[src/rtl/core_s_pkg.sv]
// Shared core_s types. The DIV writeback entry pairs a result with its
// destination register tag.
package core_s_pkg;

  localparam int DIV_WB_XLEN  = 32;
  localparam int DIV_WB_TAGW  = 5;
  localparam int DIV_WB_DEPTH = 2;

  typedef struct packed {
    logic [DIV_WB_TAGW-1:0] rd;
    logic [DIV_WB_XLEN-1:0] data;
  } div_wb_entry_t;

endpackage

[src/rtl/div_result_buffer.sv]
// In-order FIFO between the DIV unit and the writeback arbiter, with flush and
// silent drop of results that target x0.
//
// Handshake: a transfer happens on a rising edge where valid and ready are both
// high; valid never waits for ready, and ready depends on registered state only.
module div_result_buffer
  import core_s_pkg::*;
#(
  parameter int XLEN  = DIV_WB_XLEN,
  parameter int TAGW  = DIV_WB_TAGW,
  parameter int DEPTH = DIV_WB_DEPTH
) (
  input  logic                     clk,
  input  logic                     rst,
  input  logic                     flush,
  input  logic                     in_valid,
  output logic                     in_ready,
  input  logic [TAGW-1:0]          in_rd,
  input  logic [XLEN-1:0]          in_result,
  output logic                     out_valid,
  input  logic                     out_ready,
  output logic [TAGW-1:0]          out_rd,
  output logic [XLEN-1:0]          out_result,
  output logic [$clog2(DEPTH):0]   count
);

  localparam int AW = $clog2(DEPTH);
  localparam int PW = AW + 1;

  div_wb_entry_t   mem [DEPTH];
  div_wb_entry_t   head;
  logic [PW-1:0]   wr_ptr;
  logic [PW-1:0]   rd_ptr;
  logic            empty;
  logic            full;
  logic            push;
  logic            pop;

  // The extra MSB distinguishes full from empty when the index bits match.
  assign empty = (wr_ptr == rd_ptr);
  assign full  = (wr_ptr[AW-1:0] == rd_ptr[AW-1:0]) && (wr_ptr[PW-1] != rd_ptr[PW-1]);

  assign in_ready  = !full;
  assign out_valid = !empty;
  assign push      = in_valid && in_ready && !flush && (in_rd != '0);
  assign pop       = out_valid && out_ready && !flush;
  assign count     = wr_ptr - rd_ptr;

  always_ff @(posedge clk or posedge rst) begin
    if (rst) begin
      wr_ptr <= '0;
      rd_ptr <= '0;
    end else begin
      if (push) wr_ptr <= wr_ptr + PW'(1);
      if (flush)    rd_ptr <= wr_ptr;
      else if (pop) rd_ptr <= rd_ptr + PW'(1);
    end
  end

  // Storage carries no reset; it is only observable while out_valid is high.
  always_ff @(posedge clk) begin
    if (push) begin
      mem[wr_ptr[AW-1:0]].rd   <= in_rd;
      mem[wr_ptr[AW-1:0]].data <= in_result;
    end
  end

  assign head       = mem[rd_ptr[AW-1:0]];
  assign out_rd     = head.rd;
  assign out_result = head.data;

  a_no_push_full : assert property (@(posedge clk) disable iff (rst) !(push && full));
  a_count_bound  : assert property (@(posedge clk) disable iff (rst) count <= DEPTH);

endmodule

[config.mk]
export PLATFORM = sky130hd
export DESIGN_NAME = div_result_buffer
export DESIGN_NICKNAME = d
export VERILOG_FILES = /design/src/rtl/core_s_pkg.sv /design/src/rtl/div_result_buffer.sv
export SDC_FILE = /design/constraint.sdc
export NUM_CORES = 1
export LEC_CHECK = 0
export BUFFER_PORTS_ARGS = -buffer_cell sky130_fd_sc_hd__buf_4
export CELL_PAD_IN_SITES_DETAIL_PLACEMENT = 1
export CELL_PAD_IN_SITES_GLOBAL_PLACEMENT = 2
export CORE_MARGIN = 2
export CORE_UTILIZATION = 30
export DETAILED_ROUTE_END_ITERATION = 7
export GPL_TIMING_DRIVEN = 0
export HOLD_SLACK_MARGIN = 0.05
export PLACE_DENSITY_LB_ADDON = 0.1
export SYNTH_ARGS = -nofsm -noshare
export SYNTH_HDL_FRONTEND = slang
export SYNTH_SLANG_ARGS = --single-unit
[constraint.sdc]
create_clock -name clk -period 5.34 [get_ports clk]
set_clock_uncertainty 0.15 [all_clocks]
set_input_delay 0.534 -clock clk [delete_from_list [all_inputs] [get_ports clk]]
set_output_delay 0.534 -clock clk [all_outputs]
set_load 0.05 [all_outputs]
After elaboration in Yosys (flattened, before gate mapping):

Memory sizes are Yosys's and may differ from the RTL's.
Cells that the tools add are included.
W data, S select, Z words.

* bits in registers: 4
* latch bits: 0
* memory bits (writable): 74
* ROM bits: 0
* input port bits: 42
* word-level logic and storage cells: 24
* memories kept: 1

* add/subtract/negate cells: 3
* multipliers: 0
* divide/modulo/power cells: 0
* $lt $le $gt $ge: 0
* equal/unequal tests: 3
* shift-type cells: 0
* muxes and demuxes: 4
* bitwise gates (word level): 0
* reductions and logical operators: 11

Memory list
* mem: depth 2, width 37, rd ports 1, clocked after memory_dff 0, write ports 1, line div_result_buffer.sv:30 `div_wb_entry_t mem [DEPTH];`

Operators by type and width (count)
* $logic_and A1 B1 Y1: 6
* $reduce_bool A5 Y1: 1
* $add A2 B1 Y2 const B: 2
* $mux W2: 2
* $logic_not A1 Y1: 3
* $eq A2 B2 Y1: 1
* $mux W1: 2
* $reduce_bool A2 Y1: 1
* $sub A2 B2 Y2: 1
* $eq A1 B1 Y1: 1
* $ne A1 B1 Y1: 1

Longest topological paths before layout:

Gate-level depths: netlist of the first run.

* depth in word-level cells: 8
* gate-level depth with buffers: 7

Worst setup path after synthesis of the first run:

OpenSTA, ideal clock, no wires.

* kind: reg2reg
* start point: register wr_ptr[0]
* end point: memory mem[0][0] in the netlist's numbering (enable)
* arrival: 3.946 ns
* required time: 4.713 ns
* path slack: 0.767 ns
* stages on the path, launching flop included: 7
* clock period less this slack: 4.573 ns
* cell sequence: dfrtp_1 > clkbuf_1 > inv_1 > ha_1 > clkbuf_1 > a22o_2 > nor3_1

* longest elaborated chain between the ends: 8

RTL lines
* start, declared: line div_result_buffer.sv:32 `logic [PW-1:0] wr_ptr;`
* start signal, assigned: line div_result_buffer.sv:54 `if (push) wr_ptr <= wr_ptr + PW'(1);`
* $eq A1 B1 Y1: line div_result_buffer.sv:41 `assign full = (wr_ptr[AW-1:0] == rd_ptr[AW-1:0]) && (wr_ptr[PW-1] != rd_ptr[PW-1]);`
* $logic_and A1 B1 Y1: line div_result_buffer.sv:41
* $logic_not A1 Y1: line div_result_buffer.sv:43 `assign in_ready = !full;`
* $logic_and A1 B1 Y1 (3 in series): line div_result_buffer.sv:45 `assign push = in_valid && in_ready && !flush && (in_rd != '0);`
* $mux W1: line div_result_buffer.sv:62 `if (push) begin`
* $mux W1 (not written as such): line div_result_buffer.sv:64 `mem[wr_ptr[AW-1:0]].data <= in_result;`
* end, declared: line div_result_buffer.sv:30

Parallel ways exist; a longest one is shown, timed or not.

Final worst setup path of the first run:

* start point: register wr_ptr[0]
* end point: memory mem[1][5] in the netlist's numbering (enable)

The elaborated chain is that of the path after synthesis.

==> results.py, run 1 <==
metrics = {
    "synth": {
        "synth_edf_count": 74,
        "synthFlopType": "edfxtp_1",
        "ys_seq_area_share_pct": 76.1,
        "syn_area_per_cell_um2": 18.9,
        "yosys.area.top_type_share_pct": 72.8,
        "synth_cells": 161,
        "ys.warnings.count": 0,
        "syn_nets": 204,
        "syn_area_mm2": 0.00305,
        "synth_top_area_cell": "edfxtp_1",
        "synthTopCellsByArea": "edfxtp_1, mux2_2, dfrtp_1",
        "yosys_register_bits": 78,
        "async_flop_share_pct": 5.13,
        "synth_cell_types": 28,
    },
    "pwr": {
        "p_leak_nw": 1.52,
        "vdd_ir_drop_max_v": 0.000224,
        "power_mw": 2.51,
        "p_per_area_mw_per_mm2": 606,
    },
    "cells_and_area": {
        "stdcell_count": 399,
        "drive_above_1_share_pct": 56.8,
        "final_cell_mix": "buf_4, edfxtp_1, mux2_2",
        "nets": 305,
        "antennaDiodeCount": 0,
        "fin_util_pct": 42.2,
        "layout_commonest_cell": "buf_4",
        "nFillCells": 1045,
        "syn2layout_area_growth_pct": 35.9,
    },
    "global_route": {
        "grt_max_degree": 14,
        "grt.overflow.total": 0,
        "grt_antenna_before_repair": 0,
        "grt_pass1_wl_mm": 9.77,
        "track_usage_pct": 11.7,
        "grt_pass1_vias": 1887,
    },
    "worst_setup_path": {
        "crit_slowest_cell": "nor3_2",
        "crit_required_ns": 5.24,
        "worstPathCellList": "clkbuf_1, inv_1, ha_1, clkbuf_1, a22o_2, nor3_2, buf_8, buf_6",
        "crit_path_start": "wr_ptr[0]",
        "crit_top_cell": "clkbuf_1",
        "slowest_delay_ns": 0.70,
        "cp_data_arrival_time_ns": 3.14,
        "path_class": "flip-flop to flip-flop",
        "cp-end-kind": "flip-flop",
        "worstSetupStartpointType": "flip-flop",
        "cp_max_fo": 10,
        "worstReg2RegStart": "wr_ptr[0]",
    },
    "sta": {
        "final-max-slew-violation-count": 0,
        "rsz0062_at_grt": "no",
        "worst_pin_slew_ns": 0.923,
        "worst_slack_ns": 2.11,
        "period_needed_ns": 3.23,
        "timing.final.setup_violations": 0,
        "fmax_mhz": 309,
        "finalCritPeriodShare_pct": 60.5,
        "slew_headroom_pct": 38.2,
        "hold_viol_final": 0,
    },
    "clocking": {
        "cts-root-to-sink-buffers": 2,
        "cts_buffers": 9,
        "clockRootBuffer": "clkbuf_8",
        "htree_levels": 3,
        "clk_latency_ns": 0.34,
        "numClockSinks": 78,
        "tritoncts": "built",
        "postCtsSetupRepairBufs": 0,
        "clkTransAtPathRegs_ns": 0.08,
    },
    "routing": {
        "wl_per_cell_um": 15.3,
        "drtPass1Iterations": 4,
        "antenna_left": 0,
        "wirelength_mm": 6.11,
        "first_iter_violations": 39,
        "num_vias": 1801,
        "viasPerCell": 4.51,
        "drc": 0,
    },
    "floorplanning": {
        "start_util_pct": 31.1,
        "die_h_um": 105,
        "coreArea_mm2": 0.00982,
        "rows": 36,
        "die_w_um": 105,
        "dieArea_mm2": 0.0110,
        "ios": 83,
    },
    "min_path": {
        "min_from": "in_result[30]",
        "hp-class": "input pin to flip-flop",
    },
    "flow_run": {
        "maxCapViolCount": 0,
    },
    "place": {
        "preCtsSetupSlack_ns": 1.98,
        "gp_congestion": 0.675,
        "dp_cells": 383,
        "dpl.hpwl_mm": 4.39,
        "portBuffers": 82,
    },
    "run_status": {
        "outcome": "finished, final reports clean",
    },
}
## routing by layer
layer	part of all wire, %	global-route usage (%)
met5	0	0
met3	7.2	3.99
met2	48	18.5
met1	43	14.5
met4	2.0	5.43
## logic make-up (layout without fill, tap and decap cells)
kind of cell             Yosys count  after routing  share of synthesized area (%)
AO/OA/AOI/OAI                     12             12                           3.40
XOR/XNOR                           3              3                           1.11
adder cells (fa/ha/maj)            1              1                          0.410
buffers and inverters             11            116                           1.76
flip-flops                        78             78                           76.1
multiplexers                      37             37                           13.7
AND/OR/NAND/NOR                   19             19                           3.53
## flip-flops by register name, summed over array words and instances (netlist names)
| register | flops |
|---|---|
| mem | 74 |
| rd_ptr | 2 |
| wr_ptr | 2 |
## critical path: cells and delay by family, from the launching register on
family	cells	cell delay [ns]
buffers and inverters	5	1.10
flip-flops	1	0.33
adder cells (fa/ha/maj)	1	0.33
AO/OA/AOI/OAI	1	0.32
AND/OR/NAND/NOR	1	0.70
## cell type report
| class | instances | area (µm²) | area share (%) |
|---|---|---|---|
| timing repair buffer | 90 | 708 | 17.1 |
| inverter | 3 | 11.3 | 0.272 |
| clock inverter | 6 | 87.6 | 2.11 |
| clock buffer | 9 | 124 | 2.99 |
| tap | 133 | 166 | 4.01 |
| sequential | 78 | 2320 | 56.0 |
| buffer | 8 | 42.5 | 1.03 |
| multi-input combinational | 72 | 684 | 16.5 |
## synthesized netlist by cell type (3+ instances only)
cell      instances
nand3_1           3
nor3b_1           3
mux2_2           37
buf_2             4
nor3_1            3
dfrtp_1           4
clkbuf_1          3
inv_1             3
edfxtp_1         74
## final timing paths
kind,endpoint,slack (ns),cells after the start
setup reg to reg,mem[1][5],2.11,8
setup / recovery,mem[1][5],2.11,8
hold reg to reg,rd_ptr[1],0.49,2
hold / removal,mem[0][30],0.22,1
min in group asynchronous,wr_ptr[1],0.50,3
max in group asynchronous,rd_ptr[1],4.36,3
## power breakdown
| group | total [mW] | switching [mW] | leakage [nW] | internal, mW |
|---|---|---|---|---|
| clock | 0.469 | 0.210 | 0.0973 | 0.260 |
| sequential | 0.800 | 0.0229 | 0.720 | 0.777 |
| combinational | 1.24 | 0.824 | 0.698 | 0.420 |
## timing repair
action	CTS	global route
gates resized for setup	0	0
hold endpoints to repair	4	0
hold buffers	1	0
## stage by stage
stage          hold slack (ns)  instance area (µm²)  TNS (ns)
2_1_floorplan            0.150                 3050         0
3_3_place_gp             0.311                 3830    -93.88
3_5_place_dp             0.308                 3930         0
4_1_cts                  0.199                 4150         0
5_1_grt                  0.196                 4150         0
6_report                 0.224                 4150         0
Note: power is estimated with default switching activity, not from simulation.
==> run 2, diff against run 1 <==
- clock period: 5.34 -> 2.96 ns (I/O delays scaled with it)
==> results.py, run 2 (synthesized netlist as in run 1, its figures left out) <==
metrics = {
    "run_status": {
        "outcome": "finished, final reports clean",
    },
    "clocking": {
        "cts_buffers": 9,
        "cts_resized": 0,
        "tritoncts": "built",
        "clkTransAtPathRegs_ns": 0.08,
        "htree_levels": 3,
        "clk_latency_ns": 0.34,
        "cts-root-to-sink-buffers": 2,
        "postCtsSetupRepairBufs": 0,
        "numClockSinks": 78,
        "clockRootBuffer": "clkbuf_8",
        "cts_hold_buffers": 38,
    },
    "cells_and_area": {
        "largest_reg_flops": 74,
        "final_cell_mix": "buf_4, edfxtp_1, dlygate4sd3_1",
        "syn2layout_area_growth_pct": 50.3,
        "drive_above_1_share_pct": 49.5,
        "layout_commonest_cell": "buf_4",
        "nets": 339,
        "stdcell_count": 434,
        "final_cell_area_mm2": 0.00458,
        "antennaDiodeCount": 0,
        "fin_util_pct": 46.7,
    },
    "routing": {
        "num_vias": 1913,
        "drtPass1Iterations": 4,
        "first_iter_violations": 27,
        "viasPerCell": 4.41,
        "drc": 0,
        "antenna_left": 0,
        "wirelength_mm": 6.51,
        "wl_per_cell_um": 15.0,
    },
    "global_route": {
        "track_usage_pct": 12.6,
        "grt.overflow.total": 0,
        "grt_antenna_before_repair": 0,
        "grt_pass1_wl_mm": 10.6,
        "grt_pass1_vias": 2077,
        "grt_max_degree": 18,
    },
    "worst_setup_path": {
        "cp-end-kind": "flip-flop",
        "cp_data_arrival_time_ns": 2.62,
        "cp_max_fo": 17,
        "path_class": "flip-flop to flip-flop",
        "worstSetupStartpointType": "flip-flop",
        "crit_required_ns": 2.86,
    },
    "sta": {
        "period_needed_ns": 2.72,
        "worst_pin_slew_ns": 0.517,
        "final-max-slew-violation-count": 0,
        "whs_ns": 0.109,
        "rsz0062_at_grt": "no",
        "fmax_mhz": 368,
        "finalCritPeriodShare_pct": 91.9,
        "slew_headroom_pct": 65.4,
        "timing.final.setup_violations": 0,
        "worst_slack_ns": 0.240,
        "hold_viol_final": 0,
    },
    "place": {
        "gp_congestion": 0.707,
        "preCtsSetupSlack_ns": 0.243,
        "dp_cells": 380,
        "dpl.hpwl_mm": 4.22,
        "portBuffers": 82,
        "place_area_mm2": 0.00397,
    },
    "floorplanning": {
        "die_h_um": 105,
        "dieArea_mm2": 0.0110,
        "die_w_um": 105,
        "ios": 83,
        "start_util_pct": 31.1,
        "coreArea_mm2": 0.00982,
        "rows": 36,
    },
    "pwr": {
        "p_leak_nw": 1.70,
        "vdd_ir_drop_max_v": 0.000463,
        "p_per_area_mw_per_mm2": 1030,
    },
    "flow_run": {
        "maxCapViolCount": 0,
    },
    "min_path": {
        "hp-class": "input pin to flip-flop",
    },
}
==> run 2: final timing paths <==
check | startpoint | to | slack [ns] | depth (start not counted)
hold reg to reg | wr_ptr[1] | rd_ptr[1] | 0.49 | 2
max in group asynchronous | rst | wr_ptr[0] | 2.20 | 3
min in group asynchronous | rst | wr_ptr[1] | 0.27 | 3
setup / recovery | wr_ptr[0] | mem[0][13] | 0.24 | 7
setup reg to reg | wr_ptr[0] | mem[0][13] | 0.24 | 7
hold / removal | flush | rd_ptr[1] | 0.11 | 2
==> run 2: layout make-up <==
cell class                      instances  area, µm²
Buffer                                  8       43.8
Multi-Input combinational cell         72        697
Inverter                                3       11.3
Tap cell                              133        166
Clock inverter                          6        110
Fill cell                             989       5240
Clock buffer                           10        128
Sequential cell                        78       2320
Timing Repair Buffer                  124       1110
==> run 2: through the flow <==
| stage | TNS, ns | power (mW) |
|---|---|---|
| 6_report | 0 | 4.72 |
| 2_1_floorplan | 0 | 3.09 |
| 4_1_cts | 0 | 4.79 |
| 3_5_place_dp | 0 | 3.80 |
| 3_3_place_gp | -53.54 | 3.72 |
| 5_1_grt | 0 | 4.94 |
==> run 2: report_power, final <==
part / switching, mW / total (mW) / internal [mW]
registers: 0.0428 / 1.44 / 1.40
clock network: 0.377 / 0.936 / 0.559
logic: 1.53 / 2.34 / 0.817
==> run 2: metal layers <==
metal / part of all wire, % / track usage, % / up-vias
met1: 43 / 15.2 / 941
met5: 0 / 0 / -
met3: 6.8 / 4.43 / 10
met2: 48 / 20.4 / 60
met4: 1.7 / 5.43 / 0
li1: - / - / 902
==> run 2: critical path, cell delays in order, from the launching register on <==
cell and delay [ns]:
dfrtp_1 0.33, clkbuf_2 0.23, inv_1 0.12, ha_1 0.32
clkbuf_1 0.24, a22o_2 0.34, nor3_4 0.47, buf_16 0.22
